## src/rtl/sys_sched_pkg.sv

```systemverilog
// Shared types and constants for the systolic array scheduler.
// Delay-line depth helper and default geometry live here.
package sys_sched_pkg;

  localparam int SYS_DIM_DEF  = 32;
  localparam int FEAT_LEN_DEF = 128;
  localparam int PIPE_LAT_DEF = 45;
  localparam int ADDR_W_DEF   = 16;
  localparam int TILE_W_DEF   = 8;

  typedef enum logic [1:0] {
    IDLE,
    STREAM,
    DRAIN,
    DONE
  } state_e;

  // Skew across rows and columns plus the PE pipeline and output register.
  function automatic int cap_dly(input int sys_dim, input int pipe_lat);
    return 2 * sys_dim - 2 + pipe_lat + 1;
  endfunction

endpackage

```

## src/rtl/sched_delay_line.sv

```systemverilog
// Enable-gated shift register; exposes the last TAPS stages.
// Stage i holds din as it was i+1 enabled steps ago.
module sched_delay_line
  import sys_sched_pkg::*;
#(
  parameter int DEPTH = 4,
  parameter int WIDTH = 1,
  parameter int TAPS  = DEPTH
)(
  input  logic                        clk,
  input  logic                        rst,
  input  logic                        en,
  input  logic [WIDTH-1:0]            din,
  output logic [TAPS-1:0][WIDTH-1:0]  taps
);

  logic [DEPTH-1:0][WIDTH-1:0] q;

  always_ff @(posedge clk or negedge rst) begin
    if (!rst) begin
      q <= '0;
    end else if (en) begin
      q[0] <= din;
      for (int i = 1; i < DEPTH; i++) begin
        q[i] <= q[i-1];
      end
    end
  end

  assign taps = q[DEPTH-1 -: TAPS];

endmodule

```

## src/rtl/sys_array_sched.sv

```systemverilog
// Systolic array scheduler: operand reads, row skew, tile capture.
// Optional SCHED_PERF_CNT_EN adds active/stall cycle counters.
module sys_array_sched
  import sys_sched_pkg::*;
#(
  parameter int SYS_DIM  = SYS_DIM_DEF,
  parameter int FEAT_LEN = FEAT_LEN_DEF,
  parameter int PIPE_LAT = PIPE_LAT_DEF,
  parameter int ADDR_W   = ADDR_W_DEF,
  parameter int TILE_W   = TILE_W_DEF
)(
  input  logic               clk,
  input  logic               rst,
  input  logic               start,
  input  logic [TILE_W-1:0]  num_tiles,
  input  logic               stall_in,
  output logic               busy,
  output logic               done,
  output logic               array_enable,
  output logic               feat_rd_en,
  output logic [ADDR_W-1:0]  feat_rd_addr,
  output logic               wgt_rd_en,
  output logic [ADDR_W-1:0]  wgt_rd_addr,
  output logic [SYS_DIM-1:0] row_feed_valid,
  output logic               out_capture,
  output logic [TILE_W-1:0]  out_tile_idx,
  output logic [31:0]        active_cycles,
  output logic [31:0]        stall_cycles
);

  localparam int CD = cap_dly(SYS_DIM, PIPE_LAT);
  localparam int KW = (FEAT_LEN > 1) ? $clog2(FEAT_LEN) : 1;

  state_e            state;
  logic [TILE_W-1:0] ntiles;
  logic [TILE_W-1:0] tile;
  logic [KW-1:0]     k;
  logic [ADDR_W-1:0] fa;

  logic              idle;
  logic              go;
  logic              issue;
  logic              last_k;
  logic              last_tile;
  logic              fin;
  logic              cap_last;
  logic              en_n;
  logic              cap_n;
  logic [TILE_W-1:0] nt_c;
  logic [TILE_W-1:0] tile_c;
  logic [KW-1:0]     k_c;
  logic [ADDR_W-1:0] fa_c;
  logic [SYS_DIM-1:0] rfv_n;

  logic [SYS_DIM-2:0][0:0] row_q;
  logic [0:0][0:0]         cap_q;

  // Outputs are registered, so the next-cycle values are decided here
  // from the current stall_in; in IDLE the counters read as a fresh run.
  always_comb begin
    idle      = (state == IDLE);
    go        = idle && start && (num_tiles != '0);
    nt_c      = idle ? num_tiles : ntiles;
    tile_c    = idle ? '0 : tile;
    k_c       = idle ? '0 : k;
    fa_c      = idle ? '0 : fa;
    issue     = !stall_in && (go || state == STREAM);
    last_k    = (k_c == KW'(FEAT_LEN - 1));
    last_tile = (tile_c == nt_c - TILE_W'(1));
    fin       = issue && last_k && last_tile;
    cap_last  = out_capture
             && (out_tile_idx + TILE_W'(1) == ntiles);
    en_n      = issue
             || (state == DRAIN && !stall_in && !cap_last);
    cap_n     = en_n && cap_q[0][0];
    rfv_n     = en_n ? {row_q, issue} : '0;
  end

  sched_delay_line #(
    .DEPTH (SYS_DIM - 1),
    .WIDTH (1),
    .TAPS  (SYS_DIM - 1)
  ) u_row_dly (
    .clk  (clk),
    .rst  (rst),
    .en   (en_n),
    .din  (issue),
    .taps (row_q)
  );

  sched_delay_line #(
    .DEPTH (CD),
    .WIDTH (1),
    .TAPS  (1)
  ) u_cap_dly (
    .clk  (clk),
    .rst  (rst),
    .en   (en_n),
    .din  (issue && last_k),
    .taps (cap_q)
  );

  always_ff @(posedge clk or negedge rst) begin
    if (!rst) begin
      state          <= IDLE;
      ntiles         <= '0;
      tile           <= '0;
      k              <= '0;
      fa             <= '0;
      busy           <= 1'b0;
      done           <= 1'b0;
      array_enable   <= 1'b0;
      feat_rd_en     <= 1'b0;
      feat_rd_addr   <= '0;
      wgt_rd_en      <= 1'b0;
      wgt_rd_addr    <= '0;
      row_feed_valid <= '0;
      out_capture    <= 1'b0;
      out_tile_idx   <= '0;
    end else begin
      done           <= 1'b0;
      array_enable   <= en_n;
      feat_rd_en     <= issue;
      wgt_rd_en      <= issue;
      row_feed_valid <= rfv_n;
      out_capture    <= cap_n;
      if (out_capture) out_tile_idx <= out_tile_idx + TILE_W'(1);
      unique case (state)
        IDLE: begin
          if (start) begin
            ntiles       <= num_tiles;
            busy         <= 1'b1;
            out_tile_idx <= '0;
            tile         <= '0;
            k            <= '0;
            fa           <= '0;
            if (num_tiles == '0) state <= DONE;
            else if (fin)        state <= DRAIN;
            else                 state <= STREAM;
          end
        end
        STREAM: if (fin) state <= DRAIN;
        DRAIN:  if (cap_last) state <= DONE;
        DONE: begin
          done  <= 1'b1;
          busy  <= 1'b0;
          state <= IDLE;
        end
        default: state <= IDLE;
      endcase
      if (issue) begin
        feat_rd_addr <= fa_c;
        wgt_rd_addr  <= ADDR_W'(k_c);
        fa           <= fa_c + ADDR_W'(1);
        k            <= last_k ? '0 : k_c + KW'(1);
        if (last_k) tile <= tile_c + TILE_W'(1);
      end
    end
  end

`ifdef SCHED_PERF_CNT_EN
  always_ff @(posedge clk or negedge rst) begin
    if (!rst) begin
      active_cycles <= '0;
      stall_cycles  <= '0;
    end else if (idle && start) begin
      active_cycles <= '0;
      stall_cycles  <= '0;
    end else begin
      if (array_enable && active_cycles != '1)
        active_cycles <= active_cycles + 32'd1;
      if (busy && stall_in && stall_cycles != '1)
        stall_cycles <= stall_cycles + 32'd1;
    end
  end
`else
  assign active_cycles = '0;
  assign stall_cycles  = '0;
`endif

endmodule

```

## config.mk

```make
export PLATFORM = sky130hd
export DESIGN_NAME = sys_array_sched
export DESIGN_NICKNAME = d
export VERILOG_FILES = /design/src/rtl/sys_sched_pkg.sv /design/src/rtl/sched_delay_line.sv /design/src/rtl/sys_array_sched.sv
export SDC_FILE = /design/constraint.sdc
export NUM_CORES = 1
export LEC_CHECK = 0
export ABC_AREA = 1
export ABC_CLOCK_PERIOD_IN_PS = 3610
export CAP_MARGIN = 20
export CORE_MARGIN = 2
export CORE_UTILIZATION = 50
export CTS_CLUSTER_DIAMETER = 40
export DETAILED_ROUTE_END_ITERATION = 16
export PLACE_DENSITY = 0.84
export SLEW_MARGIN = 20
export SYNTH_ARGS = -nofsm -noshare
export SYNTH_HDL_FRONTEND = slang
export SYNTH_SLANG_ARGS = --single-unit
```

## constraint.sdc

```tcl
create_clock -name clk -period 3.61 [get_ports clk]
set_input_delay 0.361 -clock clk [delete_from_list [all_inputs] [get_ports clk]]
set_output_delay 0.361 -clock clk [all_outputs]
set_load 0.05 [all_outputs]
```

==> flow_summary.json <==
{
  "cp_max_fo": 25,
  "dr.pass1.iters": 5,
  "cp_num_buf_inv": 4,
  "core_um2": 21800,
  "cts_buffers": 34,
  "stdcell_count": 1696,
  "critPathMaxStageDelay_ns": 0.52,
  "highest_layer": "met4",
  "path_class": "flip-flop to flip-flop",
  "fmax_ghz": 0.317,
  "gp_congestion": 0.839,
  "hold_buffers": 1,
  "start_util_pct": 50.7,
  "rows": 54,
  "seq_area_frac_synth_pct": 56.0,
  "synth.area.mux_share_pct": 0,
  "vias_per_cell": 4.78,
  "cp_top_family": "buffers and inverters",
  "critPathCaptureType": "flip-flop",
  "cts_tree": "built",
  "status": "finished clean",
  "ys_ff_latch": 247,
  "slew_headroom_pct": 42.0,
  "fin_crit_ns": 3.16,
  "clockBufferDepth": 3,
  "critPathArrivalTime_ns": 3.50,
  "dieArea_um2": 23300,
  "yosys.area_share.simple_pct": 24.7,
  "critPathLaunchType": "flip-flop",
  "p_total_uw": 9280,
  "cp_common_cell": "inv_1",
  "insertion_delay_ns": 0.50,
  "setup-violations-final": 0,
  "post_cts_resized": 0,
  "cpMaxStageDelayCell": "inv_1",
  "synth_cell_types": 38,
  "syn-mean-instance-area_um2": 8.40,
  "first_global_vias": 7940,
  "drive_gt1_share_pct": 5.65,
  "wl_per_cell_um": 12.5,
  "port_buffers": 80,
  "cts_setup_buffers": 0,
  "drt_wl_total_mm": 21.2,
  "drtIter0Drc": 560,
  "ir_drop_mv": 0.707,
  "yosys_warnings": 0,
  "placed_cells": 1635,
  "fp.dieW_um": 153,
  "synth-compound-area-share_pct": 4.95,
  "fin_crit_sh_pct": 87.4,
  "syn_to_final_growth_pct": 16.6,
  "grt_max_degree": 141,
  "hpwl_mm": 13.3,
  "clk_pin_slew_worst_paths_ns": 0.06,
  "synth_fa_ha_area_share_pct": 1.02,
  "wl_met3_um": 942,
  "cts.sinks": 247,
  "post_dp_cell_area_um2": 11700,
  "die_h_um": 153,
  "p_leak_uw": 0.00703,
  "grt_util_all_layers_pct": 18.6,
  "synth_top_family_by_area": "simple AND/OR/NAND/NOR gates",
  "syn-instance-count": 1314,
  "maxSlewViolCount": 0,
  "grt_overflow": 0,
  "drt-met1-wl_mm": 9.71,
  "nets": 1413,
  "grt_pass1_wl_mm": 36.9,
  "final_cell_area_um2": 12900,
  "num_antenna_cells": 0,
  "powerDensity_nw_per_um2": 721,
  "boundaryPins": 154,
  "grt_antenna_before_repair": 0,
  "h-tree-depth": 2,
  "netlist_area_um2": 11000,
  "antenna_left": 0,
  "cap_viol_max_count": 0,
  "final_hold_viol_count": 0,
  "finalSetupTns_ns": 0,
  "crit_required_ns": 3.96,
  "drc": 0,
  "clock-root-buffer": "clkbuf_16",
  "hold_class": "flip-flop to flip-flop",
  "wl_met2_mm": 10.2,
  "tightest_slew_ns": 0.871,
  "worst_clock_skew_ns": 0.0248,
  "grt_setup_unrepaired": "false",
  "crit_chain": "inv_1, ha_1, nand2_1, inv_1, o21ai_0, nand2_1, nand2_2, inv_2, nor2_1, inv_1, o21ai_0",
  "synth_xor_area_share_pct": 0.952,
  "vias": 8112
}
## layer usage
layer  global-route usage (%)  vias to the layer above
met3                     3.84                       28
met2                     29.7                      171
li1                         -                     4042
met5                        0                        -
met4                     5.51                        0
met1                     25.9                     3871
## layout make-up
cell class | instances | area [µm²]
clock buffer | 42 | 932
clock inverter | 18 | 228
fill | 1824 | 8890
inverter | 124 | 468
multi-input combinational | 892 | 3770
sequential | 247 | 6180
tap | 280 | 350
timing repair buffer | 93 | 943
## registers in the layout, indices dropped and copies added, names as in the netlist
signal	cells
k	7
out_tile_idx	8
busy	1
u_cap_dly.q	107
array_enable	1
feat_rd_addr	16
out_capture	1
ntiles	8
wgt_rd_addr	7
done	1
state	2
tile	8
row_feed_valid	32
fa	16
u_row_dly.taps	31
u_cap_dly.taps	1
## tightest hold or removal path, stage by stage, from the launching register on
cell and delay, ns:
dfrtp_1 0.34, nand2_1 0.05, nand2_1 0.05
## report_power, final
group / total [µW] / internal, µW / switching, µW
Sequential: 3310 / 3110 / 201
Clock: 3380 / 2150 / 1230
Combinational: 2600 / 674 / 1920
## worst paths after layout
kind / startpoint / to / slack [ns] / cells after the start
setup reg to reg: state[0] / fa[11] / 0.45 / 11
setup / recovery: state[0] / fa[11] / 0.45 / 11
hold / removal: u_cap_dly.q[100] / u_cap_dly.q[100] / 0.47 / 2
hold reg to reg: u_cap_dly.q[100] / u_cap_dly.q[100] / 0.47 / 2
min in group asynchronous: rst / out_tile_idx[0] / 0.52 / 2
max in group asynchronous: rst / u_row_dly.taps[8] / 2.11 / 3
## kinds of logic after synthesis
logic type	Yosys count
AOI/OAI and AO/OA	98
xor gates and xnor gates	12
adders and majority gates	9
buffers and inverters	247
DFF	247
other	1
and+or+nand+nor	700
## per-stage QoR
stage / util, % / hold WS, ns / setup WS [ns]
3_5_place_dp: 53.8 / 0.459 / 0.465
3_3_place_gp: 53.8 / 0.453 / 0.567
5_1_grt: 59.2 / 0.481 / 0.102
6_report: 59.2 / 0.469 / 0.454
2_1_floorplan: - / 0.0654 / 0.960
4_1_cts: 59.2 / 0.466 / 0.455
## cell usage after synthesis
cell type	number	share of area, %
a21o_1	1	0.068
xnor2_1	5	0.40
a21oi_1	14	0.63
o311ai_0	1	0.079
nand2_4	1	0.10
o21ai_1	5	0.23
nor4_1	2	0.11
nand4_1	4	0.23
buf_6	14	1.4
buf_2	20	0.91
nand2_2	1	0.057
nand2_1	583	20
clkbuf_1	10	0.34
o21a_1	1	0.068
clkbuf_2	1	0.045
nand3_1	39	1.8
o211ai_1	1	0.068
dfrtp_1	247	56
o22ai_1	17	0.96
or2_2	1	0.057
ha_1	9	1.0
nor3_2	1	0.091
nor2_1	59	2.0
buf_4	77	5.2
xor2_1	7	0.56
nand3_2	1	0.091
buf_8	1	0.14
inv_4	1	0.057
nor2_2	2	0.11
o21ai_0	51	2.3
a32oi_1	1	0.079
a22o_1	1	0.079
o32ai_1	3	0.24
o31ai_1	2	0.14
nor3_1	6	0.27
inv_2	3	0.10
conb_1	1	0.034
inv_1	120	4.1
## layout by cell type (no fill, tap or decap), types with 2 or more instances in the layout
master / count
clkinv_2: 5
inv_2: 3
o21ai_1: 5
nor4_1: 2
nand4_1: 4
buf_12: 3
inv_8: 2
a21oi_1: 14
clkbuf_1: 4
clkbuf_8: 3
xor2_1: 7
nor2_2: 2
o22ai_1: 17
o21ai_0: 51
nor3_1: 6
clkbuf_16: 35
buf_4: 9
conb_1: 73
xnor2_1: 5
inv_6: 5
clkdlybuf4s50_1: 79
dfrtp_1: 247
nand2_1: 583
inv_1: 120
o31ai_1: 2
o32ai_1: 3
ha_1: 9
nand3_1: 39
bufinv_16: 4
nor2_1: 59
No activity file was read; power rests on OpenSTA's default activity.
